**src/rtl/pr_bridge_multi.sv**
```systemverilog
// Peripheral bridge: decodes NUM_DEV device windows, issues write strobes / registered reads
// and aggregates device interrupts into HWInt. Optional macro PR_IRQ_LATCH_EN latches IRQ edges.
module pr_bridge_multi #(
    parameter int unsigned NUM_DEV    = 2,
    parameter logic [31:0] BASE_ADDR  = 32'h0000_7F00,
    parameter logic [31:0] DEV_STRIDE = 32'h10,
    parameter logic [31:0] DEV_SPAN   = 32'hC
) (
    input  logic                    clk,
    input  logic                    reset,
    input  logic [31:0]             pr_addr,
    input  logic [31:0]             pr_wd,
    input  logic                    pr_we,
    input  logic                    pr_re,
    output logic [31:0]             pr_rd,
    output logic                    pr_ready,
    output logic                    pr_err,
    output logic [31:0]             dev_addr,
    output logic [31:0]             dev_wd,
    output logic [NUM_DEV-1:0]      dev_we,
    input  logic [32*NUM_DEV-1:0]   dev_rd,
    input  logic [NUM_DEV-1:0]      dev_irq,
    output logic [5:0]              hwint
);

    localparam int unsigned STRIDE_LOG2 = $clog2(DEV_STRIDE);
    localparam int unsigned IDX_W       = (NUM_DEV > 1) ? $clog2(NUM_DEV) : 1;

    typedef enum logic [1:0] {IDLE, ACCESS, RESP} state_t;

    state_t             state_q, state_d;
    logic               hit_q, hit_d;
    logic               wr_q, wr_d;
    logic [IDX_W-1:0]   idx_q, idx_d;
    logic [31:0]        dev_addr_q, dev_addr_d;
    logic [31:0]        dev_wd_q, dev_wd_d;
    logic [NUM_DEV-1:0] dev_we_q, dev_we_d;
    logic [31:0]        pr_rd_q, pr_rd_d;
    logic               pr_ready_q, pr_ready_d;
    logic               pr_err_q, pr_err_d;
    logic [5:0]         hwint_q, hwint_d;

    logic [31:0]        off;
    logic [31:0]        idx_full;
    logic               req_hit;
    logic [31:0]        sel_rd;

    // Window decode; unsigned subtraction wrap below BASE_ADDR is masked by the >= test
    always_comb begin
        off      = pr_addr - BASE_ADDR;
        idx_full = off >> STRIDE_LOG2;
        req_hit  = (pr_addr >= BASE_ADDR) &&
                   (idx_full < 32'(NUM_DEV)) &&
                   ((off & (DEV_STRIDE - 32'd1)) < DEV_SPAN) &&
                   (pr_addr[1:0] == 2'b00);
    end

    always_comb begin
        sel_rd = '0;
        for (int i = 0; i < int'(NUM_DEV); i++) begin
            if (idx_q == IDX_W'(i)) sel_rd = dev_rd[32*i +: 32];
        end
    end

    always_comb begin
        state_d    = state_q;
        hit_d      = hit_q;
        wr_d       = wr_q;
        idx_d      = idx_q;
        dev_addr_d = dev_addr_q;
        dev_wd_d   = dev_wd_q;
        dev_we_d   = '0;
        pr_rd_d    = '0;
        pr_ready_d = 1'b0;
        pr_err_d   = 1'b0;
        case (state_q)
            IDLE: begin
                if (pr_we || pr_re) begin
                    dev_addr_d = pr_addr;
                    dev_wd_d   = pr_wd;
                    wr_d       = pr_we;
                    hit_d      = req_hit;
                    idx_d      = IDX_W'(idx_full);
                    if (pr_we && req_hit) begin
                        for (int i = 0; i < int'(NUM_DEV); i++) begin
                            dev_we_d[i] = (idx_full == 32'(i));
                        end
                    end
                    state_d = ACCESS;
                end
            end
            ACCESS: begin
                pr_ready_d = 1'b1;
                pr_err_d   = ~hit_q;
                if (hit_q && !wr_q) pr_rd_d = sel_rd;
                state_d    = RESP;
            end
            RESP:    state_d = IDLE;
            default: state_d = IDLE;
        endcase
    end

`ifdef PR_IRQ_LATCH_EN
    logic [NUM_DEV-1:0] irq_prev_q;
    logic [NUM_DEV-1:0] pending_q, pending_d;

    // Rising edge sets, a completed write strobe clears; set wins on collision
    always_comb begin
        pending_d = (pending_q & ~dev_we_q) | (dev_irq & ~irq_prev_q);
        hwint_d   = '0;
        for (int i = 0; i < int'(NUM_DEV); i++) hwint_d[i] = pending_d[i];
    end

    always_ff @(posedge clk or posedge reset) begin
        if (reset) begin
            irq_prev_q <= '0;
            pending_q  <= '0;
        end else begin
            irq_prev_q <= dev_irq;
            pending_q  <= pending_d;
        end
    end
`else
    always_comb begin
        hwint_d = '0;
        for (int i = 0; i < int'(NUM_DEV); i++) hwint_d[i] = dev_irq[i];
    end
`endif

    always_ff @(posedge clk or posedge reset) begin
        if (reset) begin
            state_q    <= IDLE;
            hit_q      <= 1'b0;
            wr_q       <= 1'b0;
            idx_q      <= '0;
            dev_addr_q <= '0;
            dev_wd_q   <= '0;
            dev_we_q   <= '0;
            pr_rd_q    <= '0;
            pr_ready_q <= 1'b0;
            pr_err_q   <= 1'b0;
            hwint_q    <= '0;
        end else begin
            state_q    <= state_d;
            hit_q      <= hit_d;
            wr_q       <= wr_d;
            idx_q      <= idx_d;
            dev_addr_q <= dev_addr_d;
            dev_wd_q   <= dev_wd_d;
            dev_we_q   <= dev_we_d;
            pr_rd_q    <= pr_rd_d;
            pr_ready_q <= pr_ready_d;
            pr_err_q   <= pr_err_d;
            hwint_q    <= hwint_d;
        end
    end

    assign pr_rd    = pr_rd_q;
    assign pr_ready = pr_ready_q;
    assign pr_err   = pr_err_q;
    assign dev_addr = dev_addr_q;
    assign dev_wd   = dev_wd_q;
    assign dev_we   = dev_we_q;
    assign hwint    = hwint_q;

endmodule

```
**config.mk**
```make
export PLATFORM = sky130hd
export DESIGN_NAME = pr_bridge_multi
export DESIGN_NICKNAME = d
export VERILOG_FILES = /design/src/rtl/pr_bridge_multi.sv
export SDC_FILE = /design/constraint.sdc
export NUM_CORES = 1
export LEC_CHECK = 0
export ABC_AREA = 1
export BUFFER_PORTS_ARGS = -buffer_cell sky130_fd_sc_hd__buf_4
export CAP_MARGIN = 20
export CORE_ASPECT_RATIO = 0.8
export CORE_MARGIN = 3
export CORE_UTILIZATION = 30
export DETAILED_ROUTE_END_ITERATION = 12
export PLACE_DENSITY_LB_ADDON = 0.05
export SYNTH_ARGS = -nofsm -noshare
export SYNTH_HDL_FRONTEND = slang
export SYNTH_SLANG_ARGS = --single-unit
```
**constraint.sdc**
```tcl
create_clock -name clk -period 6.1 [get_ports clk]
set_input_delay 0.61 -clock clk [delete_from_list [all_inputs] [get_ports clk]]
set_output_delay 0.61 -clock clk [all_outputs]
set_load 0.1 [all_outputs]
```
; ---- After elaboration in Yosys (flattened, before gate mapping)
; Cells that the tools add are included.
[op_classes]
add_sub_neg = 1
magnitude_cmp = 3
eq_ne = 3
n_mux = 10
bitwise = 1
n_reduce_logical = 11
[ops]
columns = operator, n
row1 = 2-to-1 mux 32 bit, 3
row2 = ">= comparator 32 x 15 -> 1 bit, second input constant", 1
row3 = zero test 32 bit, 1
row4 = "subtractor 32 x 15 -> 32 bit, second input constant", 1
row5 = "== test 28 x 1 -> 1 bit, second input constant", 1
row6 = "less-than comparator 28 x 2 -> 1 bit, second input constant", 1
row7 = 2-to-1 mux 2 bit, 4
row8 = logical AND 1 bit, 5
row9 = zero test 2 bit, 2
row10 = "less-than comparator 4 bit, second input constant", 1
row11 = case mux 2 bit (2 select lines), 1
row12 = "== test 2 x 1 -> 1 bit, second input constant", 1
row13 = 2-to-1 mux 1 bit, 2
row14 = "inequality test 2 bit, second input constant", 1
row15 = AND reduction 2 bit, 1
row16 = zero test 1 bit, 1
row17 = logical OR 1 bit, 1
row18 = NOT 1 bit, 1
[word_totals]
reg_bits = 107
in_bits = 134
output_inout_bits = 106

; ---- Depth between registers and ports, before layout
[depth]
word_depth = 9
mapped_depth = 12
depth_no_buf = 12

; ---- Worst setup path after synthesis
; No wires, ideal clock.
[synth_path]
path_type = in2reg
startpoint = input port pr_addr[21]
endpoint = register dev_we_q[0], in the netlist dev_we[0]
t_arrival_ns = 1.632
required_ns = 6.028
slack_ns = 4.397
stages = 11
path_buffers = 0
cell_sequence = nor2_1 -> nand2_2 -> nor2_8 -> nand3_2 -> nor2_1 -> nand2_1 -> nand2_1 -> nand3_2 -> nor2_4 -> nand4_2 -> nor2_1
[synth_via]
elab_chain_cells = 9
elab_cells_between_ends = 11
cone_classes = add/sub: 1 / order compare: 2 / mux: 3 / reduce/logical: 5
[synth_lines]
columns = element, line
row1 = start: declaration, 11  ; input logic [31:0] pr_addr,
row2 = subtractor 32 x 15 -> 32 bit, 50  ; off = pr_addr - BASE_ADDR;
row3 = less-than comparator 28 x 2 -> 1 bit, 53  ; (idx_full < 32'(NUM_DEV)) &&
row4 = logical AND 1 bit, 52  ; req_hit = (pr_addr >= BASE_ADDR) &&
row5 = logical AND 1 bit, 53
row6 = logical AND 1 bit, 54  ; ((off & (DEV_STRIDE - 32'd1)) < DEV_SPAN) &&
row7 = logical AND 1 bit, 84  ; if (pr_we && req_hit) begin
row8 = 2-to-1 mux 2 bit *, 84
row9 = 2-to-1 mux 2 bit *, 78  ; if (pr_we || pr_re) begin
row10 = 2-to-1 mux 2 bit *, 76  ; case (state_q)
row11 = named net dev_we_d[0], 37  ; logic [NUM_DEV-1:0] dev_we_q, dev_we_d;
row12 = end signal: assignment, 150  ; dev_we_q <= dev_we_d;
row13 = end: declaration, 37
; Mark *: on every way through the listed nets, which the timed path passes. The rest lies on a longest branch.
; A chain may end at the register's enable or synchronous reset.

; ---- Worst setup path after layout
[layout_path]
startpoint = register dev_addr_q[4], in the netlist dev_addr[4]
endpoint = output port dev_addr[4]
[layout_rtl]
columns = element, line
row1 = start: declaration, 35  ; logic [31:0] dev_addr_q, dev_addr_d;
row2 = start signal: assignment, 148  ; dev_addr_q <= dev_addr_d;
row3 = end: declaration, 18  ; output logic [31:0] dev_addr,
; No word-level cell between the ends.

==> reports/metrics.csv <==
stage,metric,value,unit
min_path,HP Start,dev_irq[1],
timing,Final min period,2.02,ns
detailed_routing,post-DR vias/cell,4.48,
detailed_routing,first-pass iteration count of the detailed router,4,
yosys,main combinational cell family by area after synthesis,simple AND/OR/NAND/NOR gates,
worst_setup_path,Worst setup SP type,register,
detailed_routing,DRC,0,
clocking,clk root buf,clkbuf_16,
yosys,top-count cell post-synth,nand2_1,
place,GP Congestion,0.866,
worst_setup_path,WP data required,5.49,ns
yosys,syn_area_per_cell,8.40,um2
final_layout,Util after Layout,46.7,%
place,# port buffers,235,
timing,Fin. Hold Viols,0,
floorplan,floorplan row count,39,
timing,Max Fclk,495,MHz
floorplan,Ports,240,
detailed_routing,Routed Antenna Nets,0,
min_path,hold depth,1,
timing,Slew HR,29.9,%
clocking,maximum clock insertion buffer count,2,
floorplan,core area,0.0144,mm2
grt,Total GRT Usage,16.6,%
worst_setup_path,reg2reg setup slack,4.20,ns
yosys,sequential area share after synthesis,59.1,%
worst_setup_path,crit-path max FO,29,
yosys,#FFs+latches synth,106,
clocking,CTS Sinks,106,
yosys,dominant synthesized flop cell,dfrtp_1,
final_layout,P&R area growth vs syn,50.3,%
floorplan,Die Height,115,um
yosys,Post-synth EDFFs,0,
timing,RSZ-0062 raised after global routing,no,
clocking,H-tree levels,3,
yosys,post-synthesis cell type count,23,
worst_setup_path,CP Capture Type,primary output,
worst_setup_path,crit path capture,dev_addr[4],
grt,largest net degree at the start of global routing,82,
grt,total gr overflow,0,
yosys,asr flop ratio synth,100,%
clocking,post_cts resized,0,
timing,Worst Skew,0.00442,ns
detailed_routing,initial drt markers,236,
timing,Tcrit/Tclk final,33.1,%
final_layout,ANT cells,0,
worst_setup_path,R2R Path Start,dev_addr[4],
floorplan,Die ar.,0.0165,mm2
detailed_routing,Vias,4234,
clocking,Post-CTS Hold Fix Bufs,0,
floorplan,Die Wd,143,um
yosys,Synth area leader,dfrtp_1,
final_layout,Nets,893,
timing,Final setup viols,0,
grt,vias in the first global route,4191,
yosys,area fraction of the dominant cell type after synthesis,59.1,%
grt,initial antenna violation count,0,
clocking,CTS buffer count,9,
place,area of placed instances,0.00643,mm2
worst_setup_path,Crit path largest cell delay,0.53,ns
worst_setup_path,WS Path Type,register to primary output,
yosys,mapped cell area,0.00449,mm2
worst_setup_path,CP max stage cell,dfrtp_1,
worst_setup_path,worst reg2reg path depth,4,
yosys,ranking of synthesized cells by area,"dfrtp_1 59%, nand2_1 21%, a21oi_1 3.9%",
worst_setup_path,Worst Path Arrival,1.41,ns
status,status,"finished, final reports clean",
yosys,multiplexer area fraction after synthesis,0,%
timing,Worst Max-Slew Pin Slew,1.05,ns
timing,Slew Limit Fails,0,
min_path,hold crit path type,input port to register,
final_layout,post-route cell area,0.00675,mm2
clocking,clock insertion delay at the later pin of the skew report,0.34,ns
yosys,Post-Synth XOR/XNOR Area,0,%
yosys,Post-synth top cells,"253 x nand2_1, 106 x dfrtp_1, 35 x a21oi_1",
flow_run,max cap viols,0,
yosys,cell count after synthesis,534,
floorplan,Initial Util,31.1,%
yosys,Adder-Cell Fraction of Synth Area,0,%
final_layout,share of post-route cells with drive strength above 1,36.1,%
place,Post-DP HPWL,10.4,mm
worst_setup_path,worst setup path startpoint,dev_addr[4],
yosys,YS warnings,0,
clocking,clk slew on worst S/H paths,0.07,ns
final_layout,Fill cells,1450,
clocking,CTS tree,yes,
worst_setup_path,Reg2Reg Capture Point,pr_rd[21],
detailed_routing,wire per inst,14.9,um
grt,global-route wire length before repair,21.5,mm
clocking,setup bufs post-CTS,0,
yosys,compound-gate portion of the synthesized area,6.24,%
worst_setup_path,critical path cell sequence,"buf_16, buf_4",
detailed_routing,drt total wl,14.1,mm
timing,TNS Setup,0,ns
yosys,Synth Area in Simple Gates,29.7,%
==> critical path, delay by kind of cell, from the launching register on <==
family / cells / cell delay, ns
flip-flops: 1 / 0.53
buffers and inverters: 2 / 0.53
==> cell usage in the layout (no fill, tap or decap), types with 3 or more instances in the layout <==
cell	Yosys	layout
nor2_2	5	5
nand4_1	6	6
inv_2	3	3
dfrtp_1	106	106
clkbuf_16	0	9
nor3_1	3	3
nand2_1	253	253
nor2_4	3	3
nand3_2	3	3
buf_4	5	237
nand3_1	11	11
nor2_1	26	26
conb_1	1	4
a21oi_1	35	35
inv_1	22	21
o21ai_0	18	18
==> through the flow <==
stage | setup WS, ns | cells | hold slack (ns)
global placement | 3.71 | 930 | 0.462
floorplan | 2.70 | 537 | 0.431
CTS | 3.55 | 945 | 0.349
finish | 4.08 | 946 | 0.369
global route | 4.01 | 946 | 0.348
detailed placement | 3.68 | 931 | 0.466
==> per-layer routing <==
layer / routed length (um) / vias up / global-route usage, %
met4: 174 / 0 / 4.62
met1: 6030 / 1966 / 20.9
met5: 0 / - / 0
met2: 6470 / 163 / 26.3
met3: 1410 / 12 / 6.99
li1: - / 2093 / -
==> kinds of logic (layout without fill, tap and decap cells) <==
| kind of cell | count (synthesis) | after routing |
|---|---|---|
| buf+inv | 53 | 278 |
| other cells | 1 | 4 |
| flops | 106 | 106 |
| compound gates | 56 | 56 |
| simple gates | 318 | 318 |
==> flip-flops by register name, summed over array words and instances (netlist names), 2 cells and up <==
| signal | flops |
|---|---|
| hwint | 2 |
| dev_wd | 32 |
| dev_we | 2 |
| state_q | 2 |
| dev_addr | 32 |
| pr_rd | 32 |
==> cell type report <==
type | instances | area (um2) | share of cell area [%]
timing repair buffer | 239 | 1830 | 27.2
inverter | 25 | 96.3 | 1.43
tap | 184 | 230 | 3.41
sequential | 106 | 2650 | 39.3
clock buffer | 12 | 256 | 3.80
clock inverter | 2 | 37.5 | 0.556
multi-input combinational | 378 | 1640 | 24.3
==> worst min-delay path by stage <==
stage	to
3_5_place_dp	dev_wd[0]
4_1_cts	hwint[1]
3_3_place_gp	state_q[1]
6_report	hwint[1]
5_1_grt	hwint[1]
2_1_floorplan	pr_err
Power is not shown: default switching activity piles up to over one toggle a cycle in this logic, so the estimate is an artifact.
